`src/rtl/mips_instr_encoder_if.sv`:
```
// Instruction-load bus between a program source and mips_instr_encoder:
// the symbolic instruction handshake plus the resulting IMEM write port.
interface mips_instr_encoder_if #(
  parameter int unsigned ADDR_W = 10
);
  logic              in_valid;
  logic              in_ready;
  logic [3:0]        in_mnem;
  logic [4:0]        in_rs;
  logic [4:0]        in_rt;
  logic [4:0]        in_rd;
  logic [15:0]       in_imm;
  logic [ADDR_W-1:0] in_target;
  logic              imem_we;
  logic [ADDR_W-1:0] imem_addr;
  logic [31:0]       imem_wdata;

  // Program source: presents instructions, observes the IMEM write port.
  modport master (
    output in_valid, in_mnem, in_rs, in_rt, in_rd, in_imm, in_target,
    input  in_ready, imem_we, imem_addr, imem_wdata
  );

  // Encoder: accepts instructions, drives the IMEM write port.
  modport slave (
    input  in_valid, in_mnem, in_rs, in_rt, in_rd, in_imm, in_target,
    output in_ready, imem_we, imem_addr, imem_wdata
  );
endinterface

```
`src/rtl/mips_instr_encoder.sv`:
```
// Symbolic-to-binary MIPS instruction encoder that streams words into IMEM
// starting at address 0 of each load session.
// Optional feature: define DELAY_SLOT_NOP_EN to append a NOP after every
// BEQ/BNE/J (the FSM spends one cycle in a SLOT state writing it).
module mips_instr_encoder #(
  parameter int unsigned ADDR_W = 10,
  parameter int unsigned DEPTH  = 1024
) (
  input  logic                  clk_i,
  input  logic                  nrst_i,
  input  logic                  start_i,
  mips_instr_encoder_if.slave   bus,
  output logic [ADDR_W:0]       count_o,
  output logic                  full_o,
  output logic                  overflow_err_o
);

  localparam logic [ADDR_W:0] DepthC = (ADDR_W+1)'(DEPTH);
  localparam logic [ADDR_W:0] CntOne = (ADDR_W+1)'(1);

  // Mnemonic codes presented on in_mnem.
  localparam logic [3:0] MnAdd   = 4'd0;
  localparam logic [3:0] MnSub   = 4'd1;
  localparam logic [3:0] MnAnd   = 4'd2;
  localparam logic [3:0] MnOr    = 4'd3;
  localparam logic [3:0] MnSlt   = 4'd4;
  localparam logic [3:0] MnAddi  = 4'd5;
  localparam logic [3:0] MnAddiu = 4'd6;
  localparam logic [3:0] MnAndi  = 4'd7;
  localparam logic [3:0] MnOri   = 4'd8;
  localparam logic [3:0] MnSlti  = 4'd9;
  localparam logic [3:0] MnLui   = 4'd10;
  localparam logic [3:0] MnLw    = 4'd11;
  localparam logic [3:0] MnSw    = 4'd12;
  localparam logic [3:0] MnBeq   = 4'd13;
  localparam logic [3:0] MnBne   = 4'd14;
  localparam logic [3:0] MnJ     = 4'd15;

  // Opcodes and functs the core's control decodes.
  localparam logic [5:0] OpRtype = 6'h00;
  localparam logic [5:0] OpAddi  = 6'h08;
  localparam logic [5:0] OpAddiu = 6'h09;
  localparam logic [5:0] OpAndi  = 6'h0C;
  localparam logic [5:0] OpOri   = 6'h0D;
  localparam logic [5:0] OpSlti  = 6'h0A;
  localparam logic [5:0] OpLui   = 6'h0F;
  localparam logic [5:0] OpLw    = 6'h23;
  localparam logic [5:0] OpSw    = 6'h2B;
  localparam logic [5:0] OpBeq   = 6'h04;
  localparam logic [5:0] OpBne   = 6'h05;
  localparam logic [5:0] OpJ     = 6'h02;

  localparam logic [5:0] FnAdd   = 6'h20;
  localparam logic [5:0] FnSub   = 6'h22;
  localparam logic [5:0] FnAnd   = 6'h24;
  localparam logic [5:0] FnOr    = 6'h25;
  localparam logic [5:0] FnSlt   = 6'h2A;

`ifdef DELAY_SLOT_NOP_EN
  typedef enum logic [1:0] {StIdle, StRun, StFull, StSlot} state_e;
`else
  typedef enum logic [1:0] {StIdle, StRun, StFull} state_e;
`endif

  state_e            state_q, state_d;
  logic [ADDR_W:0]   count_q, count_d;
  logic              ovf_q, ovf_d;
  logic              in_ready_q, in_ready_d;
  logic              we_q, we_d;
  logic [ADDR_W-1:0] addr_q, addr_d;
  logic [31:0]       wdata_q, wdata_d;

  logic [31:0]       enc_word;
  logic              enc_is_branch;
  logic [16:0]       br_off;
  logic              xfer;

  // Encode the presented instruction; the write address is the current count.
  always_comb begin
    enc_word      = '0;
    enc_is_branch = 1'b0;
    br_off        = 17'(bus.in_target) - 17'(count_q) - 17'd1;
    unique case (bus.in_mnem)
      MnAdd:   enc_word = {OpRtype, bus.in_rs, bus.in_rt, bus.in_rd, 5'd0, FnAdd};
      MnSub:   enc_word = {OpRtype, bus.in_rs, bus.in_rt, bus.in_rd, 5'd0, FnSub};
      MnAnd:   enc_word = {OpRtype, bus.in_rs, bus.in_rt, bus.in_rd, 5'd0, FnAnd};
      MnOr:    enc_word = {OpRtype, bus.in_rs, bus.in_rt, bus.in_rd, 5'd0, FnOr};
      MnSlt:   enc_word = {OpRtype, bus.in_rs, bus.in_rt, bus.in_rd, 5'd0, FnSlt};
      MnAddi:  enc_word = {OpAddi, bus.in_rs, bus.in_rt, bus.in_imm};
      MnAddiu: enc_word = {OpAddiu, bus.in_rs, bus.in_rt, bus.in_imm};
      MnAndi:  enc_word = {OpAndi, bus.in_rs, bus.in_rt, bus.in_imm};
      MnOri:   enc_word = {OpOri, bus.in_rs, bus.in_rt, bus.in_imm};
      MnSlti:  enc_word = {OpSlti, bus.in_rs, bus.in_rt, bus.in_imm};
      MnLui:   enc_word = {OpLui, 5'd0, bus.in_rt, bus.in_imm};
      MnLw:    enc_word = {OpLw, bus.in_rs, bus.in_rt, bus.in_imm};
      MnSw:    enc_word = {OpSw, bus.in_rs, bus.in_rt, bus.in_imm};
      MnBeq: begin
        enc_word      = {OpBeq, bus.in_rs, bus.in_rt, br_off[15:0]};
        enc_is_branch = 1'b1;
      end
      MnBne: begin
        enc_word      = {OpBne, bus.in_rs, bus.in_rt, br_off[15:0]};
        enc_is_branch = 1'b1;
      end
      MnJ: begin
        enc_word      = {OpJ, 26'(bus.in_target)};
        enc_is_branch = 1'b1;
      end
      default: enc_word = '0;
    endcase
  end

  assign xfer = bus.in_valid & in_ready_q;

  // Next-state, write-port and registered-ready logic; start overrides all.
  always_comb begin
    state_d = state_q;
    count_d = count_q;
    ovf_d   = ovf_q;
    we_d    = 1'b0;
    addr_d  = addr_q;
    wdata_d = wdata_q;
    if (start_i) begin
      state_d = StRun;
      count_d = '0;
      ovf_d   = 1'b0;
    end else begin
      unique case (state_q)
        StIdle: state_d = StIdle;
        StRun: begin
          if (xfer) begin
            we_d    = 1'b1;
            addr_d  = count_q[ADDR_W-1:0];
            wdata_d = enc_word;
            count_d = count_q + CntOne;
            if (count_d == DepthC) begin
              state_d = StFull;
`ifdef DELAY_SLOT_NOP_EN
            end else if (enc_is_branch) begin
              state_d = StSlot;
`endif
            end
          end
        end
        StFull: begin
          if (bus.in_valid) ovf_d = 1'b1;
        end
`ifdef DELAY_SLOT_NOP_EN
        StSlot: begin
          we_d    = 1'b1;
          addr_d  = count_q[ADDR_W-1:0];
          wdata_d = '0;
          count_d = count_q + CntOne;
          state_d = (count_d == DepthC) ? StFull : StRun;
        end
`endif
        default: state_d = StIdle;
      endcase
    end
    in_ready_d = (state_d == StRun) && (count_d != DepthC);
  end

  // State and output registers with synchronous active-low reset.
  always_ff @(posedge clk_i) begin
    if (!nrst_i) begin
      state_q    <= StIdle;
      count_q    <= '0;
      ovf_q      <= 1'b0;
      in_ready_q <= 1'b0;
      we_q       <= 1'b0;
      addr_q     <= '0;
      wdata_q    <= '0;
    end else begin
      state_q    <= state_d;
      count_q    <= count_d;
      ovf_q      <= ovf_d;
      in_ready_q <= in_ready_d;
      we_q       <= we_d;
      addr_q     <= addr_d;
      wdata_q    <= wdata_d;
    end
  end

  assign bus.in_ready   = in_ready_q;
  assign bus.imem_we    = we_q;
  assign bus.imem_addr  = addr_q;
  assign bus.imem_wdata = wdata_q;
  assign count_o        = count_q;
  assign full_o         = (count_q == DepthC);
  assign overflow_err_o = ovf_q;

endmodule

```
`src/flat_wrapper.sv`:
```
// flat-port wrapper written by rule: the top's interface ports become plain ports
module mips_instr_encoder_flat 
#(
  parameter int unsigned ADDR_W = 10,
  parameter int unsigned DEPTH  = 1024
)
  (clk_i, nrst_i, start_i, count_o, full_o, overflow_err_o, bus_in_valid, bus_in_mnem, bus_in_rs, bus_in_rt, bus_in_rd, bus_in_imm, bus_in_target, bus_in_ready, bus_imem_we, bus_imem_addr, bus_imem_wdata);
  mips_instr_encoder_if #(.ADDR_W(ADDR_W)) bus_i ();
  input  logic clk_i;
  input  logic nrst_i;
  input  logic start_i;
  output logic [ADDR_W:0] count_o;
  output logic full_o;
  output logic overflow_err_o;
  input wire logic [$bits(bus_i.in_valid)-1:0] bus_in_valid;
  input wire logic [$bits(bus_i.in_mnem)-1:0] bus_in_mnem;
  input wire logic [$bits(bus_i.in_rs)-1:0] bus_in_rs;
  input wire logic [$bits(bus_i.in_rt)-1:0] bus_in_rt;
  input wire logic [$bits(bus_i.in_rd)-1:0] bus_in_rd;
  input wire logic [$bits(bus_i.in_imm)-1:0] bus_in_imm;
  input wire logic [$bits(bus_i.in_target)-1:0] bus_in_target;
  output wire logic [$bits(bus_i.in_ready)-1:0] bus_in_ready;
  output wire logic [$bits(bus_i.imem_we)-1:0] bus_imem_we;
  output wire logic [$bits(bus_i.imem_addr)-1:0] bus_imem_addr;
  output wire logic [$bits(bus_i.imem_wdata)-1:0] bus_imem_wdata;
  assign bus_i.in_valid = bus_in_valid;
  assign bus_i.in_mnem = bus_in_mnem;
  assign bus_i.in_rs = bus_in_rs;
  assign bus_i.in_rt = bus_in_rt;
  assign bus_i.in_rd = bus_in_rd;
  assign bus_i.in_imm = bus_in_imm;
  assign bus_i.in_target = bus_in_target;
  assign bus_in_ready = bus_i.in_ready;
  assign bus_imem_we = bus_i.imem_we;
  assign bus_imem_addr = bus_i.imem_addr;
  assign bus_imem_wdata = bus_i.imem_wdata;
  mips_instr_encoder #(.ADDR_W(ADDR_W), .DEPTH(DEPTH)) u_core (.clk_i(clk_i), .nrst_i(nrst_i), .start_i(start_i), .bus(bus_i), .count_o(count_o), .full_o(full_o), .overflow_err_o(overflow_err_o));
endmodule
```
`config.mk`:
```
export PLATFORM = sky130hd
export DESIGN_NAME = mips_instr_encoder_flat
export DESIGN_NICKNAME = d
export VERILOG_FILES = /design/src/rtl/mips_instr_encoder_if.sv /design/src/rtl/mips_instr_encoder.sv /design/src/flat_wrapper.sv
export SDC_FILE = /design/constraint.sdc
export NUM_CORES = 1
export LEC_CHECK = 0
export CORE_UTILIZATION = 50
export DETAILED_ROUTE_END_ITERATION = 8
export PLACE_DENSITY = 0.83
export RECOVER_POWER = 100
export SLEW_MARGIN = 10
export SYNTH_ARGS = -nofsm -noshare
export SYNTH_HDL_FRONTEND = slang
export SYNTH_SLANG_ARGS = --single-unit
```
`constraint.sdc`:
```
create_clock -name clk_i -period 6.6 [get_ports clk_i]
set_input_delay 1.32 -clock clk_i [delete_from_list [all_inputs] [get_ports clk_i]]
set_output_delay 1.32 -clock clk_i [all_outputs]
set_load 0.02 [all_outputs]
```
Word level (Yosys, flattened, before mapping)

Index checks and enable logic that the tools add are counted.

Flip-flop bits (word level): 58
Word-level logic and storage cells: 50
ROM bits: 0
Memories kept: 0
Output and inout bits: 57
Bits in writable memories: 0
Bits of input ports: 49
Latch bits: 0

Eq/ne operators: 21
$add $sub $neg: 3
Multiplexer cells: 9
Reduce and logical (&&, ||, !) cells: 6
Magnitude comparators: 0
Shift operators: 0
Bitwise operators: 4
Divide/modulo/power cells: 0
Multiply operators: 0

Operators by type and width:

| kind                  | number |
|---|---|
| $pmux 32 s16          | 1 |
| $mux 11               | 3 |
| $eq 4x4->1 const B    | 8 |
| $eq 11x11->1 const B  | 2 |
| $eq 4x3->1 const B    | 4 |
| $sub 16x1->16 const B | 1 |
| $sub 10x11->12        | 1 |
| $add 11x1->11 const B | 1 |
| $ne 11x11->1 const B  | 1 |
| $eq 4x2->1 const B    | 2 |
| $mux 2                | 3 |
| $eq 2x1->1 const B    | 2 |
| $eq 4x1->1 const B    | 1 |
| $logic_not 4->1       | 1 |
| $pmux 2 s2            | 1 |
| $not 1->1             | 3 |
| $reduce_and 3->1      | 1 |
| $reduce_or 3->1       | 1 |
| $eq 2x2->1 const B    | 1 |
| $reduce_and 2->1      | 1 |
| $reduce_or 2->1       | 1 |
| $and 1x1->1           | 1 |
| $logic_and 1x1->1     | 1 |
| $mux 1                | 1 |

Longest topological paths before layout

Gate-level depths: netlist of run 1.

Word-level depth: 8
Gate-level depth with buffers: 12
Depth with buffers taken out: 12

Worst setup path before layout of run 1

No wires, ideal clock.

Path type: input port to flip-flop
Start point: in bus_in_target[0]
End point: reg u_core.wdata_q[14] (netlist: u_core.bus.imem_wdata[14])
Data required time: 6.521 ns
Arrival: 3.601 ns
Path buffers: 0
Slack: 2.920 ns
Library setup time: 0.079 ns
Cell stages on the path: 11
Path through: inv_1 ha_1 inv_1 fa_1 xnor2_1 nand3_1 mux2_2 a2111oi_4 and3_1 a211oi_2 a211oi_2

Longest elaborated chain between the ends: 3

RTL lines:

| what                 | RTL line                  | source |
|---|---|---|
| start, declared      | flat_wrapper.sv:21        | `input wire logic [$bits(bus_i.in_target)-1:0] bus_in_target;` |
| $sub 10x11->12       | mips_instr_encoder.sv:82  | `br_off = 17'(bus.in_target) - 17'(count_q) - 17'd1;` |
| $sub 16x1->16        | mips_instr_encoder.sv:82  |  |
| $pmux 32 s16         | mips_instr_encoder.sv:83  | `unique case (bus.in_mnem)` |
| end signal, assigned | mips_instr_encoder.sv:180 | `wdata_q <= wdata_d;` |
| end, declared        | mips_instr_encoder.sv:71  | `logic [31:0] wdata_q, wdata_d;` |

No other way between the ends. The select of a mux whose other input is x is not followed.
A chain may end at the register's enable or synchronous reset.

Worst setup path after layout of run 1

Ends and elaborated chain as after synthesis.

==> results of run 1 <==
cells in the mapped netlist (all sizes together), types with 7 or more instances:
| cell type | instances | area share |
|---|---|---|
| dfxtp | 57 | 0.30 |
| nand2 | 57 | 0.056 |
| and3 | 7 | 0.011 |
| clkbuf | 27 | 0.026 |
| xnor2 | 24 | 0.055 |
| o21ai | 36 | 0.047 |
| ha | 15 | 0.049 |
| nand3 | 24 | 0.031 |
| a21oi | 50 | 0.065 |
| a211oi | 12 | 0.026 |
| a31oi | 9 | 0.015 |
| nor2 | 45 | 0.044 |
| mux2 | 7 | 0.020 |
| inv | 33 | 0.032 |
| nor3 | 13 | 0.017 |
cell families after synthesis:
group / synth area share
and+or+nand+nor: 0.228
AOI/OAI and AO/OA: 0.266
buffers and inverters: 0.0647
DFF: 0.296
xor gates and xnor gates: 0.0592
adders and majority gates: 0.0566
muxes: 0.0283
other: 0.000974
metrics by stage:
stage	setup slack (ns)	instance area (µm²)	hold slack (ns)	utilization
global placement	2.34	4920	0.438	0.671
CTS	2.58	5170	0.456	0.705
detailed placement	2.24	4920	0.445	0.671
finish	1.88	5140	0.449	0.701
floorplan	2.92	3850	0.530	-
global route	1.64	5140	0.478	0.701
tightest hold or removal path: stages, from the launching register on:
cell and delay (ns):
dfxtp_1 0.31, nand2_1 0.05, a21oi_1 0.05
power by group through the flow:
| stage | registers, mW | clock network (mW) | logic (mW) |
|---|---|---|---|
| after floorplan | 0.356 | 0 | 0.0832 |
| after global placement | 0.354 | 0 | 0.136 |
| after detailed placement | 0.354 | 0 | 0.138 |
| after CTS | 0.346 | 0.414 | 0.140 |
| after global routing | 0.346 | 0.431 | 0.150 |
| final | 0.346 | 0.412 | 0.139 |
final timing paths:
path,startpoint,end,cells after the start
worst max-delay path,bus_in_target[0],u_core.bus.imem_wdata[14],12
worst min-delay path,u_core.bus.imem_wdata[16],u_core.bus.imem_wdata[16],2
worst max register to register,u_core.count_o[0],u_core.bus.imem_wdata[14],10
worst min register to register,u_core.bus.imem_wdata[16],u_core.bus.imem_wdata[16],2
state kept, by name, indices dropped and copies added, names as in the netlist:
name / cells
u_core.bus.imem_wdata: 31
u_core.state_q: 2
u_core.count_o: 11
u_core.bus.imem_addr: 10
u_core.bus.in_ready: 1
u_core.overflow_err_o: 1
u_core.bus.imem_we: 1
area by class of cell:
type                       count  share of cell area
clock buffer                   9              0.0241
multi-input combinational    395               0.474
tap                           99              0.0241
timing repair buffer         108               0.207
sequential                    57               0.222
clock inverter                 7              0.0244
inverter                      33              0.0241
layer usage:
metal	global-route usage	vias to the layer above
met4	0.0724	0
met3	0.0389	11
met2	0.494	203
met1	0.402	1916
met5	0	-
li1	-	2028
==> results_dict.tcl, run 1 <==
set metrics [dict create \
    dr.first_iter.drc_count 349 \
    vias_per_cell 5.87 \
    violations "max-capacitance violations, max-slew violations" \
    sw_frac_of_total 0.261 \
    skew_ns 0.0128 \
    clkPwrFrac 0.459 \
    postSynthAreaPerCell_um2 7.44 \
    cp-start-kind "input port" \
    top_layer "met4" \
    final_common_cell "dlygate4sd3_1" \
    async_flop_share 0 \
    cts_hold_buf 0 \
    cts_tree "yes" \
    grt_pass1_wl_um 19200 \
    post_cts_buffers 0 \
    cts_buffers 9 \
    switchingPower_mw 0.235 \
    htreeDepth 3 \
    cp_cell_sequence "dlygate4sd3_1, inv_1, ha_1, inv_1, fa_1, xnor2_1, nand3b_1, mux2_1, a2111oi_0, and3_1, a211oi_1, a211oi_2" \
    combPwrFrac 0.155 \
    pwr-share-seq 0.386 \
    final_cells 708 \
    slew_violations 30 \
    antenna_found_initial 0 \
    drive_gt1_frac 0.0542 \
    gp_congestion 0.913 \
    r2r_setup_slack_ns 2.74 \
    yosys_warnings 0 \
    hpwlAfterDp_um 8670 \
    tightest_slew_ns 1.72 \
    timing.fmax_mhz 212 \
    rsz0062_at_grt "false" \
    powerDensity_mw_per_mm2 175 \
    die_w_um 89.7 \
    synth_cells 517 \
    crit_type "input port to register" \
    yosys_register_bits 57 \
    wl_um 11700 \
    cp_top_family "compound AO/OA/AOI/OAI gates" \
    finalSetupViolCount 0 \
    total_power_mw 0.897 \
    path_max_fanout 6 \
    initial_core_util 0.525 \
    fin_nets 669 \
    routedWlPerCell_um 16.6 \
    grt_pass1_vias 3868 \
    ir_worst_vdd_mv 0.115 \
    clock_path_buffers 2 \
    drtPass1Iterations 5 \
    synth_sequential_area_ratio 0.296 \
    clkTransAtPathRegs_ns 0.08 \
    drc 0 \
    crit_path_end_kind "register" \
    hold_violations 0 \
    cp.arrival_ns 4.98 \
    syn_area_mm2 0.00385 \
    final_antenna_net_count 0 \
    fillCellCount 613 \
    synth_edf_count 0 \
    port_buffers 104 \
    ios 106 \
    syn-num-nets 582 \
    met3_length_um 892 \
    fin_crit_ns 4.72 \
    die_area_mm2 0.00805 \
    die_h_um 89.7 \
    wl_met2_um 5570 \
    antenna-diode-count 0 \
    cts_sinks 57 \
    grt_start_max_net_pins 38 \
    cap_violations 1 \
    hold_path_class "register to register" \
    core_area_mm2 0.00733 \
    synth_cell_type_count 59 \
    slew_headroom -0.151 \
    fin_setup_tns_ns 0 \
    slowest_stage "a2111oi_0" \
    wl_met1_um 5190 \
    cp.buffers_inverters 3 \
    p_int_mw 0.663 \
    row_count 31 \
    vias 4158 \
    run_status "finished with violations" \
    max_stage_delay_ns 0.84 \
    synthFlopType "dfxtp_1" \
    cts_resized 0 \
    grt_usage 0.295 \
    power.leakage_nw 2.03 \
    mostFrequentLayoutCells "dlygate4sd3_1, nand2_1, dfxtp_1" \
    grt-ovfl-total 0 \
    regArea_mm2 0.00114 \
    root_buffer "clkbuf_8" \
    insertion_delay_ns 0.34 \
    multiInputGateArea_mm2 0.00243 \
    dp.cells 692 \
    crit_top_cell "inv_1" \
    area_growth_pct 33.5 \
    worstPathRequired_ns 6.85 \
    fin_crit_sh 0.716 \
]
No activity file was read; power rests on OpenSTA's default activity.
==> run 2: changes to the inputs <==
- CORE_UTILIZATION: 50 -> 44
- PLACE_DENSITY: 0.83 -> 0.77
- clock period: 6.6 -> 4.1 ns (I/O delays scaled with it)
==> results_dict.tcl, run 2 (synthesis results as in run 1) <==
set metrics [dict create \
    run_status "completed" \
    min_from "u_core.bus.imem_wdata[18]" \
    fin_crit_sh 0.907 \
    cp-start-kind "input port" \
    vias 4213 \
    cts_resized 0 \
    grtUsageMet3 0.0399 \
    tightest_slew_ns 0.799 \
    sw_frac_of_total 0.299 \
    cts_buffers 9 \
    cp-startpoint "bus_in_target[0]" \
    port_buffers 104 \
    cp_cell_sequence "dlygate4sd3_1, inv_1, ha_1, inv_1, fa_1, xnor2_1, nand3b_1, mux2_2, a2111oi_4, and3_1, a211oi_2, a211oi_1" \
    grt_pass1_vias 3750 \
    crit_path_end_kind "register" \
    crit_type "input port to register" \
    root_buffer "clkbuf_8" \
    htreeDepth 3 \
    clkPwrFrac 0.372 \
    crit_top_cell "inv_1" \
    p_int_mw 0.878 \
    fin_crit_ns 3.72 \
    dr.first_iter.drc_count 243 \
    grt_usage 0.266 \
    switchingPower_mw 0.376 \
    worstPathRequired_ns 4.35 \
    final_common_cell "dlygate4sd3_1" \
    clock_path_buffers 2 \
    hold-worst-slack_ns 0.449 \
    clkTransAtPathRegs_ns 0.07 \
    row_count 33 \
    power.leakage_nw 2.02 \
    slowest_stage "dlygate4sd3_1" \
    core_area_mm2 0.00834 \
    area_growth_pct 33.4 \
    top_usage_layer "met2" \
    ir_worst_vdd_mv 0.119 \
    hold_violations 0 \
    grt_use_met2 0.438 \
    r2r-start "u_core.count_o[0]" \
    cap_violations 0 \
    slew_violations 0 \
    combPwrFrac 0.184 \
    cts_hold_buf 0 \
    grt-ovfl-total 0 \
    grt_start_max_net_pins 34 \
    die_w_um 95.5 \
    gp_congestion 0.901 \
    r2r_setup_slack_ns 0.80 \
    mostFrequentLayoutCells "dlygate4sd3_1, nand2_1, dfxtp_1" \
    rsz0062_at_grt "false" \
    wl_um 11900 \
    pwr-share-seq 0.445 \
    max_stage_delay_ns 0.57 \
    path_max_fanout 6 \
    finalSetupViolCount 0 \
    final_antenna_net_count 0 \
    vias_per_cell 5.85 \
    drc 0 \
    grt_pass1_wl_um 18500 \
    hold_path_class "register to register" \
    initial_core_util 0.461 \
    cts_sinks 57 \
    cts_tree "yes" \
    fin_nets 675 \
    die_area_mm2 0.00913 \
    powerDensity_mw_per_mm2 244 \
    ios 106 \
    skew_ns 0.00928 \
    timing.fmax_mhz 269 \
    slew_headroom 0.467 \
    cp.arrival_ns 3.97 \
    drive_gt1_frac 0.0667 \
    grt_util_met1 0.350 \
    largest_reg_flops 31 \
    hpwlAfterDp_um 8990 \
    fin_setup_tns_ns 0 \
    routedWlPerCell_um 16.5 \
    insertion_delay_ns 0.34 \
    die_h_um 95.5 \
    antenna-diode-count 0 \
    antenna_found_initial 0 \
    drtPass1Iterations 5 \
    post_cts_buffers 0 \
]
## run 2: critical path: cells and delay by family
family / cells / cell delay [ns]
buffers and inverters: 3 / 0.71
xor gates and xnor gates: 1 / 0.43
adders and majority gates: 2 / 0.56
AOI/OAI and AO/OA: 3 / 0.71
and+or+nand+nor: 2 / 0.39
muxes: 1 / 0.33
## run 2: final timing paths
path,end,cells past startpoint
hold / removal,u_core.bus.imem_wdata[18],2
setup / recovery,u_core.bus.imem_wdata[12],12
hold reg to reg,u_core.bus.imem_wdata[18],2
setup reg to reg,u_core.bus.imem_wdata[12],10
## run 2: power groups by stage
| stage | clock (mW) | combinational, mW | sequential, mW |
|---|---|---|---|
| finish | 0.466 | 0.230 | 0.558 |
| global route | 0.495 | 0.250 | 0.558 |
| CTS | 0.469 | 0.229 | 0.558 |
| detailed placement | 0 | 0.228 | 0.570 |
| global placement | 0 | 0.224 | 0.570 |
| floorplan | 0 | 0.134 | 0.573 |
## run 2: routing by layer
metal  wire length, µm  up-vias
met5                 0        -
met4               244        0
met3               950       16
met2              5530      187
met1              5140     1964
li1                  -     2046
## run 2: layout make-up
| type | count | area (µm²) |
|---|---|---|
| Fill cell | 760 | 3210 |
| Multi-Input combinational cell | 395 | 2460 |
| Clock inverter | 7 | 46.3 |
| Sequential cell | 57 | 1140 |
| Timing Repair Buffer | 114 | 1110 |
| Inverter | 33 | 124 |
| Clock buffer | 9 | 124 |
| Tap cell | 105 | 131 |
## run 2: per-stage QoR
stage / setup slack [ns] / cell area (µm²) / util / std cells / power, mW
after floorplan: 0.920 / 3850 / - / 517 / 0.706
after global placement: 0.284 / 4970 / 0.596 / 704 / 0.795
after detailed placement: 0.211 / 4970 / 0.596 / 704 / 0.798
after CTS: 0.538 / 5140 / 0.617 / 720 / 1.26
after global routing: 0.199 / 5130 / 0.616 / 720 / 1.30
final: 0.380 / 5130 / 0.616 / 720 / 1.25
